<file path="config.mk">
export PLATFORM = sky130hd
export DESIGN_NAME = if_fetch_stage
export DESIGN_NICKNAME = d
export VERILOG_FILES = /design/src/rtl/if_fetch_stage.sv
export SDC_FILE = /design/constraint.sdc
export NUM_CORES = 1
export LEC_CHECK = 0
export ABC_CLOCK_PERIOD_IN_PS = 6100
export BUFFER_PORTS_ARGS = -buffer_cell sky130_fd_sc_hd__buf_4
export CORE_ASPECT_RATIO = 1.5
export CORE_MARGIN = 8
export CORE_UTILIZATION = 55
export DETAILED_ROUTE_END_ITERATION = 8
export GPL_TIMING_DRIVEN = 0
export PLACE_DENSITY = 0.84
export RECOVER_POWER = 25
export SYNTH_ARGS = -nofsm -noshare
export SYNTH_HDL_FRONTEND = slang
export SYNTH_SLANG_ARGS = --single-unit
</file>
<file path="constraint.sdc">
create_clock -name Clk -period 6.1 [get_ports Clk]
set_input_delay 0.61 -clock Clk [delete_from_list [all_inputs] [get_ports Clk]]
set_output_delay 0.61 -clock Clk [all_outputs]
set_load 0.01 [all_outputs]
</file>
<file path="src/rtl/if_fetch_stage.sv">
`default_nettype none
// ============================================================================
// Module      : if_fetch_stage
// Description : Instruction-fetch stage. Owns the fetch PC, the instruction
//               memory request handshake and the IF/ID pipeline register.
//               A one-entry fetch buffer and a three-state request FSM
//               absorb variable-latency instruction memory.
// Ports       : Clk, Reset (sync, active-high)
//               PC_Write, IF_ID_Write, IF_Flush, jal_Control, BranchTarget
//                   - control from hazard detection
//               IMemReq/IMemAddr out, IMemAck/IMemRdata in - memory handshake
//               PC_IF, Instruction_ID, PCPlus4_ID, Valid_ID, Link_ID
//                   - fetch PC and IF/ID contents
//               FetchStall - IF/ID took a bubble because memory did not ack
// Revision    : 1.0 - initial release
// ============================================================================
module if_fetch_stage #(
    parameter logic [31:0] RESET_PC  = 32'h0000_0000,
    parameter logic [31:0] NOP_INSTR = 32'h0000_0000
) (
    input  logic        Clk,
    input  logic        Reset,
    input  logic        PC_Write,
    input  logic        IF_ID_Write,
    input  logic        IF_Flush,
    input  logic        jal_Control,
    input  logic [31:0] BranchTarget,
    output logic        IMemReq,
    output logic [31:0] IMemAddr,
    input  logic        IMemAck,
    input  logic [31:0] IMemRdata,
    output logic [31:0] PC_IF,
    output logic [31:0] Instruction_ID,
    output logic [31:0] PCPlus4_ID,
    output logic        Valid_ID,
    output logic [31:0] Link_ID,
    output logic        FetchStall
);

    localparam logic [31:0] c_PC_STEP = 32'd4;

    // S_REQ : request outstanding at PC_IF
    // S_HOLD: word fetched into the buffer while the pipe was stalled
    // S_DROP: redirected while a request was outstanding; wait for the ack
    //         of the stale request before moving to the pending target
    typedef enum logic [1:0] {
        S_REQ  = 2'd0,
        S_HOLD = 2'd1,
        S_DROP = 2'd2
    } state_t;

    state_t      state_q, state_d;
    logic [31:0] pc_q, pc_d;
    logic [31:0] fbuf_q, fbuf_d;
    logic [31:0] pend_q, pend_d;
    logic [31:0] instr_q, instr_d;
    logic [31:0] pcplus4_q, pcplus4_d;
    logic        valid_q, valid_d;
    logic [31:0] link_q, link_d;

    logic        stall;
    logic        redirect;
    logic        bubble;
    logic        advance;
    logic [31:0] adv_word;
    logic        fetch_stall;
    logic [31:0] pc_next;

    assign stall    = !PC_Write || !IF_ID_Write;
    assign redirect = IF_Flush;
    assign pc_next  = pc_q + c_PC_STEP;

    always_comb begin
        state_d     = state_q;
        pc_d        = pc_q;
        fbuf_d      = fbuf_q;
        pend_d      = pend_q;
        instr_d     = instr_q;
        pcplus4_d   = pcplus4_q;
        valid_d     = valid_q;
        link_d      = link_q;
        bubble      = 1'b0;
        advance     = 1'b0;
        adv_word    = IMemRdata;
        fetch_stall = 1'b0;

        case (state_q)
            S_REQ: begin
                if (IMemAck) begin
                    if (redirect) begin
                        pc_d   = BranchTarget;
                        bubble = 1'b1;
                    end else if (!stall) begin
                        advance = 1'b1;
                    end else begin
                        fbuf_d  = IMemRdata;
                        state_d = S_HOLD;
                    end
                end else begin
                    if (redirect) begin
                        // The request is still in flight at the old address;
                        // its address must not move until it is acked.
                        pend_d  = BranchTarget;
                        bubble  = 1'b1;
                        state_d = S_DROP;
                    end else if (!stall) begin
                        bubble      = 1'b1;
                        fetch_stall = 1'b1;
                    end
                end
            end
            S_HOLD: begin
                if (redirect) begin
                    pc_d    = BranchTarget;
                    bubble  = 1'b1;
                    state_d = S_REQ;
                end else if (!stall) begin
                    advance  = 1'b1;
                    adv_word = fbuf_q;
                    state_d  = S_REQ;
                end
            end
            S_DROP: begin
                if (redirect) begin
                    pend_d = BranchTarget;
                end
                if (IF_ID_Write || redirect) begin
                    bubble = 1'b1;
                end
                if (IMemAck) begin
                    pc_d    = redirect ? BranchTarget : pend_q;
                    state_d = S_REQ;
                end
            end
            default: begin
                state_d = S_REQ;
            end
        endcase

        if (bubble) begin
            instr_d = NOP_INSTR;
            valid_d = 1'b0;
        end
        if (advance) begin
            instr_d   = adv_word;
            pcplus4_d = pc_next;
            valid_d   = 1'b1;
            pc_d      = pc_next;
        end

        // The jal sits in ID during the redirect, so its PC+4 is the link.
        if (redirect && jal_Control) begin
            link_d = pcplus4_q;
        end
    end

    always_ff @(posedge Clk) begin
        if (Reset) begin
            state_q   <= S_REQ;
            pc_q      <= RESET_PC;
            fbuf_q    <= 32'd0;
            pend_q    <= 32'd0;
            instr_q   <= NOP_INSTR;
            pcplus4_q <= 32'd0;
            valid_q   <= 1'b0;
            link_q    <= 32'd0;
        end else begin
            state_q   <= state_d;
            pc_q      <= pc_d;
            fbuf_q    <= fbuf_d;
            pend_q    <= pend_d;
            instr_q   <= instr_d;
            pcplus4_q <= pcplus4_d;
            valid_q   <= valid_d;
            link_q    <= link_d;
        end
    end

    assign IMemReq        = !Reset && (state_q != S_HOLD);
    assign IMemAddr       = pc_q;
    assign PC_IF          = pc_q;
    assign Instruction_ID = instr_q;
    assign PCPlus4_ID     = pcplus4_q;
    assign Valid_ID       = valid_q;
    assign Link_ID        = link_q;
    assign FetchStall     = !Reset && fetch_stall;

endmodule
`default_nettype wire

</file>
==> results of run 1 <==
==> worst max-delay path: cells and delay by family, from the launching register on <==
kind / cells / cell delay, ns
compound gates: 2 / 0.59
buf+inv: 3 / 1.01
simple gates: 1 / 0.89
flops: 1 / 0.31
==> cell usage in the layout, fill, tap and decap left out, drive strengths merged, types with 20 or more instances in the layout <==
cell,instances
a22oi,39
dfxtp,195
nor2,81
nand2,235
buf,197
o21ai,39
a21oi,142
a211oi,20
clkbuf,175
mux2,48
==> area by class of cell <==
type                    count  area (um^2)  share of cell area, %
multi-input cells         755         4220                   38.2
flip-flops and latches    195         3900                   35.4
repair buffers            232         1430                   12.9
plain buffers             121          628                   5.69
clock buffers              19          453                   4.10
well taps                 203          254                   2.30
clock inverters            13          140                   1.27
inverters                   5         18.8                  0.170
==> power by group through the flow <==
stage               clock network, uW  registers, uW  logic, uW
global placement                    0           1400        376
global route                     1190           1370        412
floorplan                           0           1390        201
finish                           1130           1370        381
CTS                              1140           1370        386
detailed placement                  0           1400        383
==> registers in the layout (all words and copies together), names as in the netlist <==
| signal | cells |
|---|---|
| IMemAddr | 32 |
| Instruction_ID | 32 |
| Link_ID | 32 |
| PCPlus4_ID | 32 |
| fbuf_q | 32 |
| pend_q | 32 |
| state_q | 2 |
| Valid_ID | 1 |
==> how the worst max path moves through the flow <==
stage          cells after the start                     endpoint                       from  slack, ns
5_1_grt                            5   PCPlus4_ID[6]$_SDFFE_PP0P_    state_q[1]$_SDFFE_PP0P_       3.18
3_5_place_dp                       7    IMemAddr[28]$_SDFFE_PP0P_                    IMemAck       3.13
4_1_cts                            6    IMemAddr[28]$_SDFFE_PP0P_    state_q[1]$_SDFFE_PP0P_       3.32
2_1_floorplan                      7  PCPlus4_ID[24]$_SDFFE_PP0P_  IMemAddr[18]$_SDFFE_PP0P_       3.97
6_report                           6    IMemAddr[28]$_SDFFE_PP0P_    state_q[1]$_SDFFE_PP0P_       3.23
3_3_place_gp                       7    IMemAddr[28]$_SDFFE_PP0P_                    IMemAck       2.72
==> layer usage <==
| layer | up-vias | GRT usage [%] | wire, um |
|---|---|---|---|
| met2 | 423 | 51.1 | 15300 |
| met3 | 112 | 6.47 | 1970 |
| met5 | - | 0 | 0 |
| li1 | 4194 | - | - |
| met1 | 4232 | 29.4 | 11100 |
| met4 | 0 | 21.0 | 2060 |
==> kinds of logic (layout without fill, tap and decap cells) <==
| kind of cell | after synthesis | in the layout | share of synthesized area (%) |
|---|---|---|---|
| and+or+nand+nor | 401 | 401 | 19.7 |
| AOI/OAI and AO/OA | 273 | 273 | 18.6 |
| DFF | 195 | 195 | 44.6 |
| buffers and inverters | 126 | 390 | 7.38 |
| muxes | 62 | 62 | 7.77 |
| xor gates and xnor gates | 18 | 18 | 1.80 |
| adders and majority gates | 1 | 1 | 0.143 |
==> through the flow <==
step	total power (uW)	hold slack, ns	cell area (um^2)	setup WS, ns	util (%)
floorplan	1590	0.433	8760	3.97	-
global placement	1770	0.437	10800	2.72	68.8
detailed placement	1780	0.443	10800	3.13	68.9
CTS	2890	0.420	11400	3.32	72.7
global route	2970	0.431	11000	3.18	70.7
finish	2880	0.418	11000	3.23	70.7
==> flow_summary.toml, run 1 <==
[run_status]
outcome = "finished, final reports clean"

[pwr]
p_int_uw = 2080
pwr-share-seq_pct = 47.5
p_sw_share_pct = 27.7
combPwrFrac_pct = 13.2
clockPowerShare_pct = 39.3
vdd_drop_max_v = 0.000179
p_switching_uw = 799
powerDensity_nw_per_um2 = 261
p_leak_uw = 0.00406

[clock_network]
ctsHoldBuffers = 0
clock_sinks = 195
htreeDepth = 4
clkTransAtPathRegs_ns = 0.08
post_cts_buffers = 0
cts-resized-gates = 0
clock_latency_ns = 0.44
cts-root-buf = "clkbuf_16"
cts_buffers = 17
cts_tree = "done"
cts.path.max_buffers = 2

[detailed_routing]
drtIter0Drc = 771
drc_errors = 0
firstDrtPassIters = 5
via_per_inst = 5.81
post_drt_wl_per_cell_um = 19.7
postRouteAntennaNets = 0
vias = 8961
wl_um = 30500

[setup_path]
critPathMaxStageDelay_ns = 0.89
rr_worst_depth = 6
worst_setup_path_end_kind = "flop"
cp_max_fo = 10
slowest_stage = "nor4_2"
startpoint_type = "flop"
worstReg2RegEnd = "IMemAddr[28]$_SDFFE_PP0P_"
cp.arrival_ns = 3.22
criticalPathCategory = "reg2reg"
r2r_start = "state_q[1]$_SDFFE_PP0P_"
path_common_cell = "clkbuf_1"
reg2reg_slack_ns = 3.23
path_cells = "clkbuf_1, nor4_2, buf_4, clkbuf_1, o21ai_0, a21oi_1"
crit_required_ns = 6.46

[cells_and_area]
drive_gt1_share_pct = 21.6
fillCellCount = 1345
fin_nets = 1399
layout.cells.non_filler = 1543
syn_to_final_growth_pct = 26.0
n_antenna_cell = 0

[grt]
overflow = 0
grt_pass1_vias = 8755
grt_pass1_wl_um = 46600
grt_max_degree = 19
grt.total_usage_pct = 28.8
antenna_found_initial = 0

[floorplan]
start_util_pct = 56.1
fp.dieH_um = 171
die_area_um2 = 20300
row_count = 56
die_x_um = 119
core_um2 = 15600
num_io_pins = 234

[place]
dp.cells = 1511
place.gp.congestion = 0.976
dp_hpwl_um = 22700
io_buffer_count = 232

[synthesis]
ys_types = 54
synth_top_area_share_pct = 44.6
ys.flop_type = "dfxtp_1"
yosysWarnings = 0
yosys.area.top_type = "dfxtp_1"
synth_nets = 1148
ys_top_cells_by_count = "nand2_1, dfxtp_1, a21oi_1, nor2_1, clkbuf_1"
syn_inst = 1076
synthArstFlopShare_pct = 0
ys_seq_elements = 195
synth_edf_count = 0
synth_area_um2 = 8760
synth.yosys.seq_area_share_pct = 44.6
synthTopCellsByArea = "dfxtp_1, nand2_1, a21oi_1"
synth_most_common_cell = "nand2_1"
syn_area_per_cell_um2 = 8.14

[hold_path]
min_to = "pend_q[14]$_SDFFE_PP0P_"
worstHoldStart = "BranchTarget[14]"
worstHoldPathType = "in2reg"
min_path_cells = 3

[sta]
setup-violations-final = 0
fin_crit_ns = 2.87
fin_tns_setup_ns = 0
timing_worst_slew_pin_value_ns = 0.971
relSlewSlack_pct = 34.7
fmax_mhz = 349
slew_viol_final = 0
grt_setup_unrepaired = "no"
finalCritPeriodShare_pct = 47.0
fin_skew_ns = 0.00852
hold_viol = 0

[run]
cap_violations = 0
Power figures use the tool's default switching activity.
==> run 2: changes to the inputs <==
Settings changed: ABC_CLOCK_PERIOD_IN_PS 6100 to 2500, CORE_UTILIZATION 55 to 48, PLACE_DENSITY 0.84 to 0.78.
Clock period 6.1 ns to 2.5 ns, I/O delays scaled along.
==> flow_summary.toml, run 2 (synthesis gave the netlist of run 1 again) <==
[sta]
finalCritPeriodShare_pct = 95.5
fin_tns_setup_ns = 0
fin_skew_ns = 0.0124
slew_viol_final = 0
fin_crit_ns = 2.39
hold_viol = 0
grt_setup_unrepaired = "no"
relSlewSlack_pct = 49.4
timing_worst_slew_pin_value_ns = 0.754
setup-violations-final = 0
fmax_mhz = 419

[detailed_routing]
vias = 8735
post_drt_wl_per_cell_um = 18.9
postRouteAntennaNets = 0
drtIter0Drc = 829
firstDrtPassIters = 6
via_per_inst = 5.62
drc_errors = 0
wl_um = 29400

[place]
place.gp.congestion = 0.935
io_buffer_count = 232
dp_hpwl_um = 22600
place_area_um2 = 10800
dp.cells = 1525

[pwr]
powerDensity_nw_per_um2 = 638
power_uw = 7090
p_switching_uw = 2080
vdd_drop_max_v = 0.000515
p_sw_share_pct = 29.4
pwr-share-seq_pct = 47.2
p_int_uw = 5010
p_leak_uw = 0.00409
combPwrFrac_pct = 12.8
clockPowerShare_pct = 40.0

[setup_path]
cp.arrival_ns = 2.69
criticalPathCategory = "reg2reg"
worstReg2RegEnd = "PCPlus4_ID[27]$_SDFFE_PP0P_"
critPathMaxStageDelay_ns = 0.52
reg2reg_slack_ns = 0.11
r2r_start = "IMemAddr[18]$_SDFFE_PP0P_"
crit_required_ns = 2.80
startpoint_type = "flop"
path_cells = "clkbuf_1, nand4_1, or4_4, buf_6, o31a_2, o21ai_1, a21oi_1"
slowest_stage = "or4_4"
rr_worst_depth = 7
cp_max_fo = 8
worst_setup_path_end_kind = "flop"

[clock_network]
clock_latency_ns = 0.44
clock_sinks = 195
cts.path.max_buffers = 2
htreeDepth = 4
cts_buffers = 17
cts_tree = "done"
cts-root-buf = "clkbuf_16"
clkTransAtPathRegs_ns = 0.08
ctsHoldBuffers = 0

[grt]
busiest_layer = "met2"
antenna_found_initial = 0
grt.total_usage_pct = 24.7
use_met3_pct = 5.28
use_met2_pct = 43.2
grt_pass1_vias = 8445
grt_max_degree = 23
grt_pass1_wl_um = 45400
global_route.usage.met1_pct = 27.6
overflow = 0

[run_status]
outcome = "finished, final reports clean"

[cells_and_area]
n_antenna_cell = 0
drive_gt1_share_pct = 22.1
syn_to_final_growth_pct = 26.8
final_cell_mix = "nand2_1, dfxtp_1, buf_4"
fin_nets = 1397
final_cell_area_um2 = 11100
layout.cells.non_filler = 1555
layout_commonest_cell = "nand2_1"

[floorplan]
num_io_pins = 234
row_count = 60
core_um2 = 17900
die_x_um = 126
die_area_um2 = 22900
start_util_pct = 48.8
fp.dieH_um = 181

[hold_path]
worstHoldPathType = "in2reg"
min_to = "pend_q[25]$_SDFFE_PP0P_"
min_path_cells = 3
worstHoldStart = "BranchTarget[25]"

[run]
cap_violations = 0
[run 2: cell types whose count changed in the layout (fill, tap and decap cells not counted), sizes merged]
| cell | before | now |
|---|---|---|
| clkinv | 3 | 6 |
| clkbuf | 175 | 172 |
| bufinv | 1 | 0 |
| buf | 197 | 196 |
| inv | 11 | 14 |
| clkinvlp | 3 | 0 |
[run 2: metal layers]
metal  wire length, um  part of all wire [%]  vias up
met5                 0                     0        -
met4              1380                   4.7        0
met3              2080                   7.1       91
met2             14400                    49      402
met1             11500                    39     4038
li1                  -                     -     4204
[run 2: worst max-delay path, delay by kind of cell, from the launching register on]
kind / cells / cell delay, ns
AO/OA/AOI/OAI: 3 / 0.74
AND/OR/NAND/NOR: 2 / 0.69
buffers and inverters: 2 / 0.45
flip-flops: 1 / 0.38
[run 2: layout make-up]
class,count,area [um^2]
Fill cell,1653,6830
Multi-Input combinational cell,755,4250
Sequential cell,195,3910
Timing Repair Buffer,233,1430
Buffer,118,622
Clock buffer,17,425
Tap cell,217,272
Clock inverter,15,196
Inverter,5,18.8
[run 2: what timing repair did]
item,CTS,global route
resized for setup,4,11
gates cloned,0,0
setup endpoints to repair,59,22
hold endpoints to repair,0,0
buffers inserted,0,1
pin swaps,0,1
[run 2: power groups by stage]
stage          clock [uW]  sequential (uW)  combinational [uW]
2_1_floorplan           0             3400                 489
3_3_place_gp            0             3410                 906
3_5_place_dp            0             3410                 921
4_1_cts              2850             3340                 929
5_1_grt              2980             3360                 984
6_report             2840             3350                 907
[run 2: per-stage QoR]
step	setup slack (ns)	hold WS, ns	util (%)
3_3_place_gp	-0.561	0.438	60.0
5_1_grt	0.0136	0.0494	61.9
4_1_cts	0.0229	0.0469	63.6
2_1_floorplan	0.369	0.386	-
3_5_place_dp	-0.114	0.443	60.1
6_report	0.113	0.0557	61.9
[run 2: worst max path at each step]
| stage | startpoint | to | slack [ns] | depth (start not counted) |
|---|---|---|---|---|
| final | IMemAddr[18]$_SDFFE_PP0P_ | PCPlus4_ID[27]$_SDFFE_PP0P_ | 0.11 | 7 |
| after global routing | state_q[1]$_SDFFE_PP0P_ | Instruction_ID[30]$_SDFFE_PP0P_ | 0.01 | 7 |
| after CTS | IMemAddr[18]$_SDFFE_PP0P_ | IMemAddr[25]$_SDFFE_PP0P_ | 0.02 | 7 |
| after detailed placement | state_q[1]$_SDFFE_PP0P_ | PCPlus4_ID[27]$_SDFFE_PP0P_ | -0.11 | 6 |
| after global placement | state_q[0]$_SDFFE_PP0P_ | IMemAddr[27]$_SDFFE_PP0P_ | -0.56 | 6 |
| after floorplan | IMemAddr[18]$_SDFFE_PP0P_ | PCPlus4_ID[24]$_SDFFE_PP0P_ | 0.37 | 7 |
==> run 3: changes to the inputs <==
Settings changed: PLACE_DENSITY 0.78 to 0.74.
==> flow_summary.toml, run 3 (synthesis gave the netlist of run 1 again) <==
[run_status]
outcome = "finished, final reports clean"

[clock_network]
cts-root-buf = "clkbuf_16"
cts_buffers = 17
cts_tree = "done"
htreeDepth = 4
clock_latency_ns = 0.44
clkTransAtPathRegs_ns = 0.08
ctsHoldBuffers = 0
clock_sinks = 195
cts.path.max_buffers = 2

[place]
io_buffer_count = 232
dp.cells = 1525
post-place-ws_ns = -0.131
dp_hpwl_um = 23200
place.gp.congestion = 0.944

[floorplan]
row_count = 60
core_um2 = 17900
start_util_pct = 48.8
die_area_um2 = 22900
fp.dieH_um = 181
die_x_um = 126
num_io_pins = 234

[sta]
fin_skew_ns = 0.0134
setup-violations-final = 0
fmax_mhz = 424
relSlewSlack_pct = 54.0
setup_slack_ns = 0.140
finalCritPeriodShare_pct = 94.4
hold_viol = 0
fin_crit_ns = 2.36
slew_viol_final = 0
grt_setup_unrepaired = "yes"
timing_worst_slew_pin_value_ns = 0.684

[detailed_routing]
drc_errors = 0
postRouteAntennaNets = 0
firstDrtPassIters = 6
post_drt_wl_per_cell_um = 19.1
vias = 8716
via_per_inst = 5.61
drtIter0Drc = 702
wl_um = 29700

[setup_path]
slowest_stage = "nor4_4"
critPathMaxStageDelay_ns = 0.59
path_cells = "clkbuf_1, nor4_4, clkbuf_1, clkbuf_1, a211oi_1"
critPathTopFamily = "buffers and inverters"
path_common_cell = "clkbuf_1"
worst_setup_path_end_kind = "flop"
startpoint_type = "flop"
crit_required_ns = 2.79
cp.arrival_ns = 2.65
reg2reg_slack_ns = 0.14
path_buf_inv = 3
criticalPathCategory = "reg2reg"
cp_max_fo = 10

[grt]
grt.total_usage_pct = 25.3
overflow = 0
antenna_found_initial = 0
grt_max_degree = 22
grt_pass1_vias = 8581
grt_pass1_wl_um = 46200

[cells_and_area]
seq_area_um2 = 3910
n_antenna_cell = 0
layout_commonest_cell = "nand2_1"
fillCellCount = 1728
multi_input_area_um2 = 4240
syn_to_final_growth_pct = 26.7
layout.cells.non_filler = 1555
final_cell_mix = "nand2_1, dfxtp_1, buf_4"
fin_nets = 1397
drive_gt1_share_pct = 22.0

[pwr]
vdd_drop_max_v = 0.000473
p_leak_uw = 0.00409
powerDensity_nw_per_um2 = 638

[run]
cap_violations = 0

[hold_path]
worstHoldPathType = "in2reg"
[run 3: changes by cell type in the layout (fill, tap and decap cells not counted), sizes merged]
| cell | before | now |
|---|---|---|
| bufinv | 0 | 1 |
| clkinv | 6 | 5 |
| buf | 196 | 195 |
| clkbuf | 172 | 173 |
[run 3: layout make-up]
class | instances | area share (%)
multi-input combinational | 755 | 38.2
sequential | 195 | 35.2
timing repair buffer | 232 | 12.8
buffer | 119 | 5.60
clock buffer | 17 | 3.83
tap | 217 | 2.45
clock inverter | 15 | 1.76
inverter | 5 | 0.169
[run 3: worst min-delay path: cells and delay by family]
family                 cells  cell delay [ns]
buffers and inverters      1             0.11
and+or+nand+nor            1             0.05
AOI/OAI and AO/OA          1             0.05
[run 3: routing by layer]
metal	vias to the layer above	wire length, um	track usage [%]
li1	4218	-	-
met1	4042	11500	27.4
met2	367	14900	44.9
met3	89	1870	5.31
met4	0	1440	13.6
met5	-	0	0
[run 3: power by group]
group | total (uW) | switching (uW) | leakage (uW) | internal [uW]
sequential | 3350 | 129 | 0.00159 | 3220
combinational | 908 | 504 | 0.00220 | 404
clock | 2830 | 1380 | 0.000302 | 1460
total | 7090 | 2010 | 0.00409 | 5080
[run 3: worst paths after layout]
path	from	to	depth (start not counted)
max	state_q[1]$_SDFFE_PP0P_	PCPlus4_ID[19]$_SDFFE_PP0P_	5
min	BranchTarget[26]	pend_q[26]$_SDFFE_PP0P_	3
max reg2reg	state_q[1]$_SDFFE_PP0P_	PCPlus4_ID[19]$_SDFFE_PP0P_	5
min reg2reg	pend_q[7]$_SDFFE_PP0P_	pend_q[7]$_SDFFE_PP0P_	2
[run 3: timing repair]
action,CTS,global route
setup endpoints to repair,59,19
buffers inserted,0,0
resized for setup,5,10
pin swaps,0,1
[run 3: per-stage QoR]
step / total power, uW / cell area, um^2 / utilization [%] / TNS [ns] / hold slack [ns]
after global routing: 7350 / 11100 / 61.9 / -0.0183 / 0.0497
final: 7090 / 11100 / 61.9 / 0 / 0.0577
after detailed placement: 4340 / 10800 / 60.1 / -1.48 / 0.443
after global placement: 4320 / 10800 / 60.0 / -26.70 / 0.437
after floorplan: 3890 / 8760 / - / 0 / 0.386
after CTS: 7140 / 11400 / 63.6 / 0 / 0.0483
